$ cat src/rtl/sound_i2s_tx.sv
// I2S (Philips) stereo transmitter with a one-deep sample holding register.
// BCLK/LRCK are divided down from the system clock. The holding register
// decouples the mixer strobe from the frame boundary. Sticky flags report
// overrun (held sample overwritten) and underrun (nothing held at frame load).
module sound_i2s_tx #(
    parameter int AUD_BIT_DEPTH = 24,
    parameter int SLOT_BITS     = 32,
    parameter int BCLK_DIV      = 2
) (
    input  logic                     sCLK_XVXENVS,
    input  logic                     reset_data,
    input  logic                     sample_strobe,
    input  logic [AUD_BIT_DEPTH-1:0] lsound_out,
    input  logic [AUD_BIT_DEPTH-1:0] rsound_out,
    input  logic                     mute,
    input  logic                     clr_status,
    output logic                     AUD_BCLK,
    output logic                     AUD_DACLRCK,
    output logic                     AUD_DACDAT,
    output logic                     overrun,
    output logic                     underrun
);

    localparam int D  = AUD_BIT_DEPTH;
    localparam int FW = 2 * AUD_BIT_DEPTH;
    localparam int KW = $clog2(2 * SLOT_BITS);
    localparam int DW = (BCLK_DIV > 1) ? $clog2(BCLK_DIV) : 1;

    localparam logic [KW-1:0] K_LAST   = KW'(2 * SLOT_BITS - 1);
    localparam logic [KW-1:0] SLOT_K   = KW'(SLOT_BITS);
    localparam logic [DW-1:0] DIV_LAST = DW'(BCLK_DIV - 1);

    logic [DW-1:0] div_q,   div_d;
    logic          bclk_q,  bclk_d;
    logic [KW-1:0] k_q,     k_d;
    logic          lrck_q,  lrck_d;
    logic          dat_q,   dat_d;
    logic [FW-1:0] hold_q,  hold_d;
    logic          full_q,  full_d;
    logic [FW-1:0] frame_q, frame_d;
    logic          ovr_q,   ovr_d;
    logic          udr_q,   udr_d;

    logic          wrap, fall, load;
    logic [KW-1:0] k_next, p;
    logic          right;
    logic [D-1:0]  word;
    logic          sel_bit;

    // Divider and bit-position decode; the bit for the upcoming slot position
    // is picked from the frame register (p = 0 is the I2S delay bit).
    always_comb begin
        wrap    = (div_q == DIV_LAST);
        fall    = wrap & bclk_q;
        load    = fall & (k_q == K_LAST);
        k_next  = (k_q == K_LAST) ? '0 : k_q + 1'b1;
        right   = (k_next >= SLOT_K);
        p       = right ? (k_next - SLOT_K) : k_next;
        word    = right ? frame_q[D-1:0] : frame_q[FW-1:D];
        sel_bit = 1'b0;
        for (int i = 0; i < D; i++) begin
            if (p == KW'(D - i)) sel_bit = word[i];
        end
    end

    // Next-state: clock generation, serializer, holding register and flags.
    always_comb begin
        div_d   = wrap ? '0 : div_q + 1'b1;
        bclk_d  = wrap ? ~bclk_q : bclk_q;
        k_d     = k_q;
        lrck_d  = lrck_q;
        dat_d   = dat_q;
        hold_d  = hold_q;
        full_d  = full_q;
        frame_d = frame_q;
        ovr_d   = clr_status ? 1'b0 : ovr_q;
        udr_d   = clr_status ? 1'b0 : udr_q;

        if (fall) begin
            k_d    = k_next;
            lrck_d = right;
            dat_d  = sel_bit;
        end

        // Frame load consumes the held sample; an empty register means underrun.
        if (load) begin
            frame_d = (full_q && !mute) ? hold_q : '0;
            full_d  = 1'b0;
            if (!full_q) udr_d = 1'b1;
        end

        // A strobe always captures; it only overruns if the old sample was not
        // taken by a simultaneous frame load.
        if (sample_strobe) begin
            hold_d = {lsound_out, rsound_out};
            full_d = 1'b1;
            if (full_q && !load) ovr_d = 1'b1;
        end
    end

    // State register with synchronous reset.
    always_ff @(posedge sCLK_XVXENVS) begin
        if (reset_data) begin
            div_q   <= '0;
            bclk_q  <= 1'b0;
            k_q     <= K_LAST;
            lrck_q  <= 1'b0;
            dat_q   <= 1'b0;
            hold_q  <= '0;
            full_q  <= 1'b0;
            frame_q <= '0;
            ovr_q   <= 1'b0;
            udr_q   <= 1'b0;
        end else begin
            div_q   <= div_d;
            bclk_q  <= bclk_d;
            k_q     <= k_d;
            lrck_q  <= lrck_d;
            dat_q   <= dat_d;
            hold_q  <= hold_d;
            full_q  <= full_d;
            frame_q <= frame_d;
            ovr_q   <= ovr_d;
            udr_q   <= udr_d;
        end
    end

    assign AUD_BCLK    = bclk_q;
    assign AUD_DACLRCK = lrck_q;
    assign AUD_DACDAT  = dat_q;
    assign overrun     = ovr_q;
    assign underrun    = udr_q;

endmodule
$ cat config.mk
export PLATFORM = sky130hd
export DESIGN_NAME = sound_i2s_tx
export DESIGN_NICKNAME = d
export VERILOG_FILES = /design/src/rtl/sound_i2s_tx.sv
export SDC_FILE = /design/constraint.sdc
export NUM_CORES = 1
export LEC_CHECK = 0
export ABC_AREA = 1
export BUFFER_PORTS_ARGS = -buffer_cell sky130_fd_sc_hd__buf_4
export CORE_MARGIN = 1.5
export CORE_UTILIZATION = 31
export DETAILED_ROUTE_END_ITERATION = 8
export PLACE_DENSITY = 0.6
export SKIP_LAST_GASP = 1
export SYNTH_ARGS = -nofsm -noshare
export SYNTH_HDL_FRONTEND = slang
export SYNTH_SLANG_ARGS = --single-unit
export TNS_END_PERCENT = 5
$ cat constraint.sdc
create_clock -name sCLK_XVXENVS -period 2.3 [get_ports sCLK_XVXENVS]
set_input_delay 0.46 -clock sCLK_XVXENVS [delete_from_list [all_inputs] [get_ports sCLK_XVXENVS]]
set_output_delay 0.46 -clock sCLK_XVXENVS [all_outputs]
set_load 0.1 [all_outputs]
==> impl_metrics.env, run 1 <==
export IMPL_leakagePower_nw=2.51
export IMPL_vias=4359
export IMPL_period_minus_slack_ns=2.67
export IMPL_worstReg2RegStart="k_q[1]"
export IMPL_r2r_cells=31
export IMPL_clk_latency_ns=0.36
export IMPL_fin_area_mm2=0.00597
export IMPL_post_place_ws_ns=-0.357
export IMPL_hold_end="hold_q[37]"
export IMPL_grt_antenna_before_repair=0
export IMPL_critPathRequiredTime_ns=2.60
export IMPL_rsz0062_at_grt="true"
export IMPL_vdd_drop_max_mv=0.444
export IMPL_worst_pin_slew_ns=0.607
export IMPL_hold_path_class="primary input to flop"
export IMPL_fill_cells=1502
export IMPL_grt_pass1_vias=4135
export IMPL_synth_area_mm2=0.00466
export IMPL_syn_avg_cell_area_um2=7.21
export IMPL_numClockSinks=109
export IMPL_h_tree_depth=3
export IMPL_ant_nets=0
export IMPL_ys_ff_latch=109
export IMPL_synth_edf_count=0
export IMPL_critPathCaptureType="flop"
export IMPL_crit_top_cell="nand2_1"
export IMPL_numCtsBuffers=9
export IMPL_wire_per_inst_um=13.6
export IMPL_grt_util_all_layers_pct=16.5
export IMPL_syn_num_nets=705
export IMPL_fin_ws_ns=-0.368
export IMPL_seq_area_frac_synth_pct=46.8
export IMPL_drc_errors=0
export IMPL_numPortBuffers=57
export IMPL_placed_area_mm2=0.00557
export IMPL_final_util_pct=40.9
export IMPL_worst_r2r_setup_slack_ns=-0.37
export IMPL_clock_skew_final_ns=0.00668
export IMPL_synth_cell_types=30
export IMPL_multi_input_area_mm2=0.00223
export IMPL_clockRootBuffer="clkbuf_16"
export IMPL_gp_congestion=0.903
export IMPL_drive_above_1_share_pct=21.7
export IMPL_drt_initial_drc_count=160
export IMPL_diodes=0
export IMPL_whs_path_depth=3
export IMPL_hold_viol=0
export IMPL_ys_flop_type="dfxtp_1"
export IMPL_postSynthCellCount=647
export IMPL_start_kind="flop"
export IMPL_crit_type="flop to flop"
export IMPL_max_cap_viol_count=0
export IMPL_die_area_mm2=0.0158
export IMPL_cp_max_fo=7
export IMPL_fin_cells=917
export IMPL_die_h_um=126
export IMPL_area_growth_pct=28.1
export IMPL_top_layer="met4"
export IMPL_cts_buffer_depth=2
export IMPL_start_util_pct=32.0
export IMPL_place_inst=897
export IMPL_critPathSlowestCell="dfxtp_4"
export IMPL_fin_nets=786
export IMPL_maxSlewViolCount=0
export IMPL_slew_headroom_pct=59.5
export IMPL_status="complete, but fails checks"
export IMPL_period_share_pct=116
export IMPL_seqCellArea_mm2=0.00219
export IMPL_min_from="lsound_out[13]"
export IMPL_path_clk_slew_ns=0.08
export IMPL_core_area_mm2=0.0146
export IMPL_overflow=0
export IMPL_cts_tree="yes"
export IMPL_yosys_warnings=0
export IMPL_die_w_um=126
export IMPL_setup_viol=1
export IMPL_wl_met3_um=388
export IMPL_violations="setup timing"
export IMPL_reg2reg_to="AUD_DACDAT"
export IMPL_grt_max_degree=51
export IMPL_num_rows=44
export IMPL_cp_slowest_stage_delay_ns=0.37
export IMPL_synthArstFlopShare_pct=0
export IMPL_drt_total_wl_um=12500
export IMPL_dr_wl_met2_um=5600
export IMPL_dr_pass1_iters=5
export IMPL_wl_met1_um=6330
export IMPL_power_density_mw_per_mm2=710
export IMPL_critPathArrivalTime_ns=2.96
export IMPL_fmax_mhz=375
export IMPL_grt_pass1_wl_um=20800
export IMPL_hpwl_um=8770
export IMPL_ioPinCount=58
export IMPL_via_per_inst=4.75
[critical path, delay by kind of cell, from the launching register on]
family	cells	cell delay, ns
fa+ha+maj	1	0.17
compound gates	2	0.35
buf+inv	1	0.12
simple gates	27	1.59
flops	1	0.37
[worst max-delay path by stage]
stage	from	endpoint	slack, ns
2_1_floorplan	k_q[1]	AUD_DACDAT	-0.12
6_report	k_q[1]	AUD_DACDAT	-0.37
5_1_grt	k_q[1]	AUD_DACDAT	-0.76
3_5_place_dp	k_q[2]	AUD_DACDAT	-0.36
4_1_cts	k_q[1]	AUD_DACDAT	-0.33
3_3_place_gp	k_q[1]	AUD_DACDAT	-0.34
[layout by cell type (no fill, tap or decap), types with 2 or more instances in the layout]
cell       Yosys  final
nand3_1       35     33
nand4_1        2      2
nand2_1       99     96
nand3_2        2      3
o22ai_1        2      2
a21oi_1       63     62
nand2_4        1      4
inv_8          0      2
nand2_2        5      5
nor2_2         4      6
clkbuf_16      0      9
buf_4          1    107
nor2_1       120    115
ha_1           5      4
nor2_4         0      3
inv_2          2      4
a21oi_2        1      2
o21ai_0       66     66
dfxtp_4        0      2
inv_1         48     46
o211ai_1       5      5
dfxtp_1      109    106
a31oi_1        6      6
nor3_1         3      3
a211oi_1      23     23
[synthesized netlist by cell type, drive strengths merged (5+ instances only)]
cell type | number | share of area (%)
nor2 | 124 | 10
dfxtp | 109 | 47
nand2 | 105 | 8.9
o21ai | 67 | 7.2
a21oi | 64 | 7.0
inv | 50 | 4.0
clkbuf | 37 | 3.0
nand3 | 37 | 4.2
a211oi | 23 | 3.7
a31oi | 6 | 0.81
ha | 5 | 1.3
o211ai | 5 | 0.81
[power breakdown]
part           switching (W)  internal [W]  leakage [nW]
registers          0.0000429       0.00198         0.893
logic               0.000409      0.000288          1.47
clock network       0.000762      0.000763         0.143
total                0.00121       0.00303          2.51
[routing by layer]
metal,vias to the layer above,global-route usage [%]
li1,2288,-
met1,1995,22.7
met2,62,25.9
met3,14,3.57
met4,0,4.88
met5,-,0
[through the flow]
| step | total power, W | TNS, ns | hold WS (ns) |
|---|---|---|---|
| after global routing | 0.00444 | -0.757 | 0.308 |
| final | 0.00424 | -0.368 | 0.317 |
| after floorplan | 0.00243 | -0.120 | 0.410 |
| after CTS | 0.00426 | -0.334 | 0.308 |
| after detailed placement | 0.00272 | -0.357 | 0.426 |
| after global placement | 0.00273 | -0.340 | 0.422 |
[registers in the layout, summed over array words and instances, names as in the netlist]
signal	cells
overrun	1
AUD_BCLK	1
underrun	1
frame_q	48
div_q	1
full_q	1
k_q	6
AUD_DACDAT	1
AUD_DACLRCK	1
hold_q	48
[kinds of logic after synthesis]
group | synth area share (%)
fa+ha+maj | 1.34
simple gates | 24.1
compound gates | 20.2
flops | 46.8
buf+inv | 7.57
[timing repair]
action	4_1_cts	5_1_grt
buffers inserted	2	1
pin swaps	1	9
hold buffers	0	0
setup endpoints to repair	1	1
gates cloned	0	1
gates resized for setup	2	16
[cell type report]
| class | instances | area share, % |
|---|---|---|
| Inverter | 51 | 3.21 |
| Tap cell | 184 | 3.86 |
| Clock inverter | 7 | 1.15 |
| Timing Repair Buffer | 109 | 14.0 |
| Clock buffer | 9 | 3.77 |
| Multi-Input combinational cell | 448 | 37.4 |
| Sequential cell | 109 | 36.7 |
Power figures use the tool's default switching activity.
==> run 2: changes to the inputs <==
--- a/config.mk
+++ b/config.mk
@@ -8,9 +8,9 @@
 export ABC_AREA = 1
 export BUFFER_PORTS_ARGS = -buffer_cell sky130_fd_sc_hd__buf_4
 export CORE_MARGIN = 1.5
-export CORE_UTILIZATION = 31
+export CORE_UTILIZATION = 52
 export DETAILED_ROUTE_END_ITERATION = 8
-export PLACE_DENSITY = 0.6
+export PLACE_DENSITY = 0.86
 export SKIP_LAST_GASP = 1
 export SYNTH_ARGS = -nofsm -noshare
 export SYNTH_HDL_FRONTEND = slang
==> impl_metrics.env, run 2 (synthesized netlist as in run 1, its figures left out) <==
export IMPL_grt_max_degree=53
export IMPL_start_util_pct=53.5
export IMPL_place_inst=814
export IMPL_gp_congestion=0.953
export IMPL_multi_input_area_mm2=0.00223
export IMPL_path_clk_slew_ns=0.12
export IMPL_worst_r2r_setup_slack_ns=-0.41
export IMPL_final_common_cell="nor2_1"
export IMPL_ioPinCount=58
export IMPL_grt_util_met2_pct=46.2
export IMPL_max_cap_viol_count=0
export IMPL_worst_pin_slew_ns=0.478
export IMPL_via_per_inst=5.46
export IMPL_ant_nets=0
export IMPL_numPortBuffers=57
export IMPL_violations="setup timing"
export IMPL_grt_pass1_vias=4548
export IMPL_period_minus_slack_ns=2.71
export IMPL_cts_tree="yes"
export IMPL_grt_antenna_before_repair=0
export IMPL_numClockSinks=109
export IMPL_r2r_cells=34
export IMPL_status="complete, but fails checks"
export IMPL_most_common_layout_cells="nor2_1, dfxtp_1, buf_4, nand2_1, o21ai_0"
export IMPL_vdd_drop_max_mv=0.428
export IMPL_cts_buffer_depth=2
export IMPL_crit_type="flop to flop"
export IMPL_numCtsBuffers=9
export IMPL_cp_max_fo=4
export IMPL_overflow=0
export IMPL_power_density_mw_per_mm2=672
export IMPL_h_tree_depth=3
export IMPL_grt_pass1_wl_um=21200
export IMPL_seqCellArea_mm2=0.00219
export IMPL_post_place_ws_ns=-0.392
export IMPL_critPathRequiredTime_ns=2.59
export IMPL_fin_ws_ns=-0.407
export IMPL_die_w_um=97.7
export IMPL_die_h_um=97.7
export IMPL_setup_viol=1
export IMPL_wire_per_inst_um=14.7
export IMPL_hold_viol=0
export IMPL_final_util_pct=66.1
export IMPL_maxSlewViolCount=0
export IMPL_hold_buffers=0
export IMPL_slew_headroom_pct=68.1
export IMPL_reg2reg_to="AUD_DACDAT"
export IMPL_area_growth_pct=23.6
export IMPL_worstReg2RegStart="k_q[1]"
export IMPL_dr_pass1_iters=4
export IMPL_startpoint="k_q[1]"
export IMPL_critPathArrivalTime_ns=2.99
export IMPL_diodes=0
export IMPL_drt_initial_drc_count=263
export IMPL_fin_cells=838
export IMPL_hpwl_um=8450
export IMPL_critPathSlowestCell="dfxtp_4"
export IMPL_fill_cells=755
export IMPL_rsz0062_at_grt="true"
export IMPL_drt_total_wl_um=12300
export IMPL_leakagePower_nw=2.43
export IMPL_cp_slowest_stage_delay_ns=0.38
export IMPL_start_kind="flop"
export IMPL_die_area_mm2=0.00954
export IMPL_top_regs="frame_q (48), hold_q (48), k_q (6)"
export IMPL_clk_latency_ns=0.39
export IMPL_top_usage_layer="met2"
export IMPL_hold_path_class="primary input to flop"
export IMPL_fin_nets=783
export IMPL_endpoint="AUD_DACDAT"
export IMPL_grt_util_all_layers_pct=27.1
export IMPL_num_rows=34
export IMPL_crit_top_cell="nand2_1"
export IMPL_grt_use_met3_pct=4.10
export IMPL_fmax_mhz=369
export IMPL_whs_path_depth=3
export IMPL_period_share_pct=118
export IMPL_grtUsageMet1_pct=34.7
export IMPL_drive_above_1_share_pct=22.1
export IMPL_clock_skew_final_ns=0.0165
export IMPL_drc_errors=0
export IMPL_whs_ns=0.282
export IMPL_core_area_mm2=0.00872
export IMPL_clockRootBuffer="clkbuf_8"
export IMPL_vias=4576
export IMPL_critPathCaptureType="flop"
-- run 2: area by class of cell --
cell class,count,area share (%)
tap,108,2.35
inverter,51,3.37
sequential,109,38.1
clock inverter,6,1.11
multi-input combinational,447,38.6
clock buffer,10,2.22
timing repair buffer,107,14.2
-- run 2: how the worst min path moves through the flow --
stage / start / to / slack [ns]
2_1_floorplan: div_q / div_q / 0.41
4_1_cts: lsound_out[18] / hold_q[42] / 0.27
5_1_grt: lsound_out[15] / hold_q[39] / 0.28
3_5_place_dp: div_q / div_q / 0.43
6_report: lsound_out[18] / hold_q[42] / 0.28
3_3_place_gp: div_q / div_q / 0.42
-- run 2: through the flow --
step / instance area (um2) / total power [W] / TNS (ns)
after detailed placement: 5420 / 0.00269 / -0.392
after global routing: 5760 / 0.00403 / -0.740
after global placement: 5420 / 0.00268 / -0.338
after floorplan: 4690 / 0.00243 / -0.120
final: 5760 / 0.00387 / -0.407
after CTS: 5690 / 0.00385 / -0.363
-- run 2: repair_timing --
action	4_1_cts	5_1_grt
resized for setup	14	15
pin swaps	6	9
setup buffers	6	2
endpoints found under the setup margin	1	1
-- run 2: critical path: cells and delay by family (launching register included) --
kind	cells	cell delay, ns
AO/OA/AOI/OAI	2	0.10
adder cells (fa/ha/maj)	1	0.17
buffers and inverters	3	0.27
flip-flops	1	0.38
AND/OR/NAND/NOR	28	1.69
-- run 2: power breakdown --
group          switching, W  total (W)  internal [W]
Combinational      0.000405   0.000684      0.000279
Clock              0.000741    0.00117      0.000426
Sequential        0.0000458    0.00202       0.00198
Total               0.00119    0.00387       0.00268
-- run 2: per-layer routing --
metal / part of all wire, % / up-vias
met5: 0 / -
met4: 2.9 / 0
met3: 4.8 / 26
met2: 48 / 142
met1: 45 / 2122
li1: - / 2286
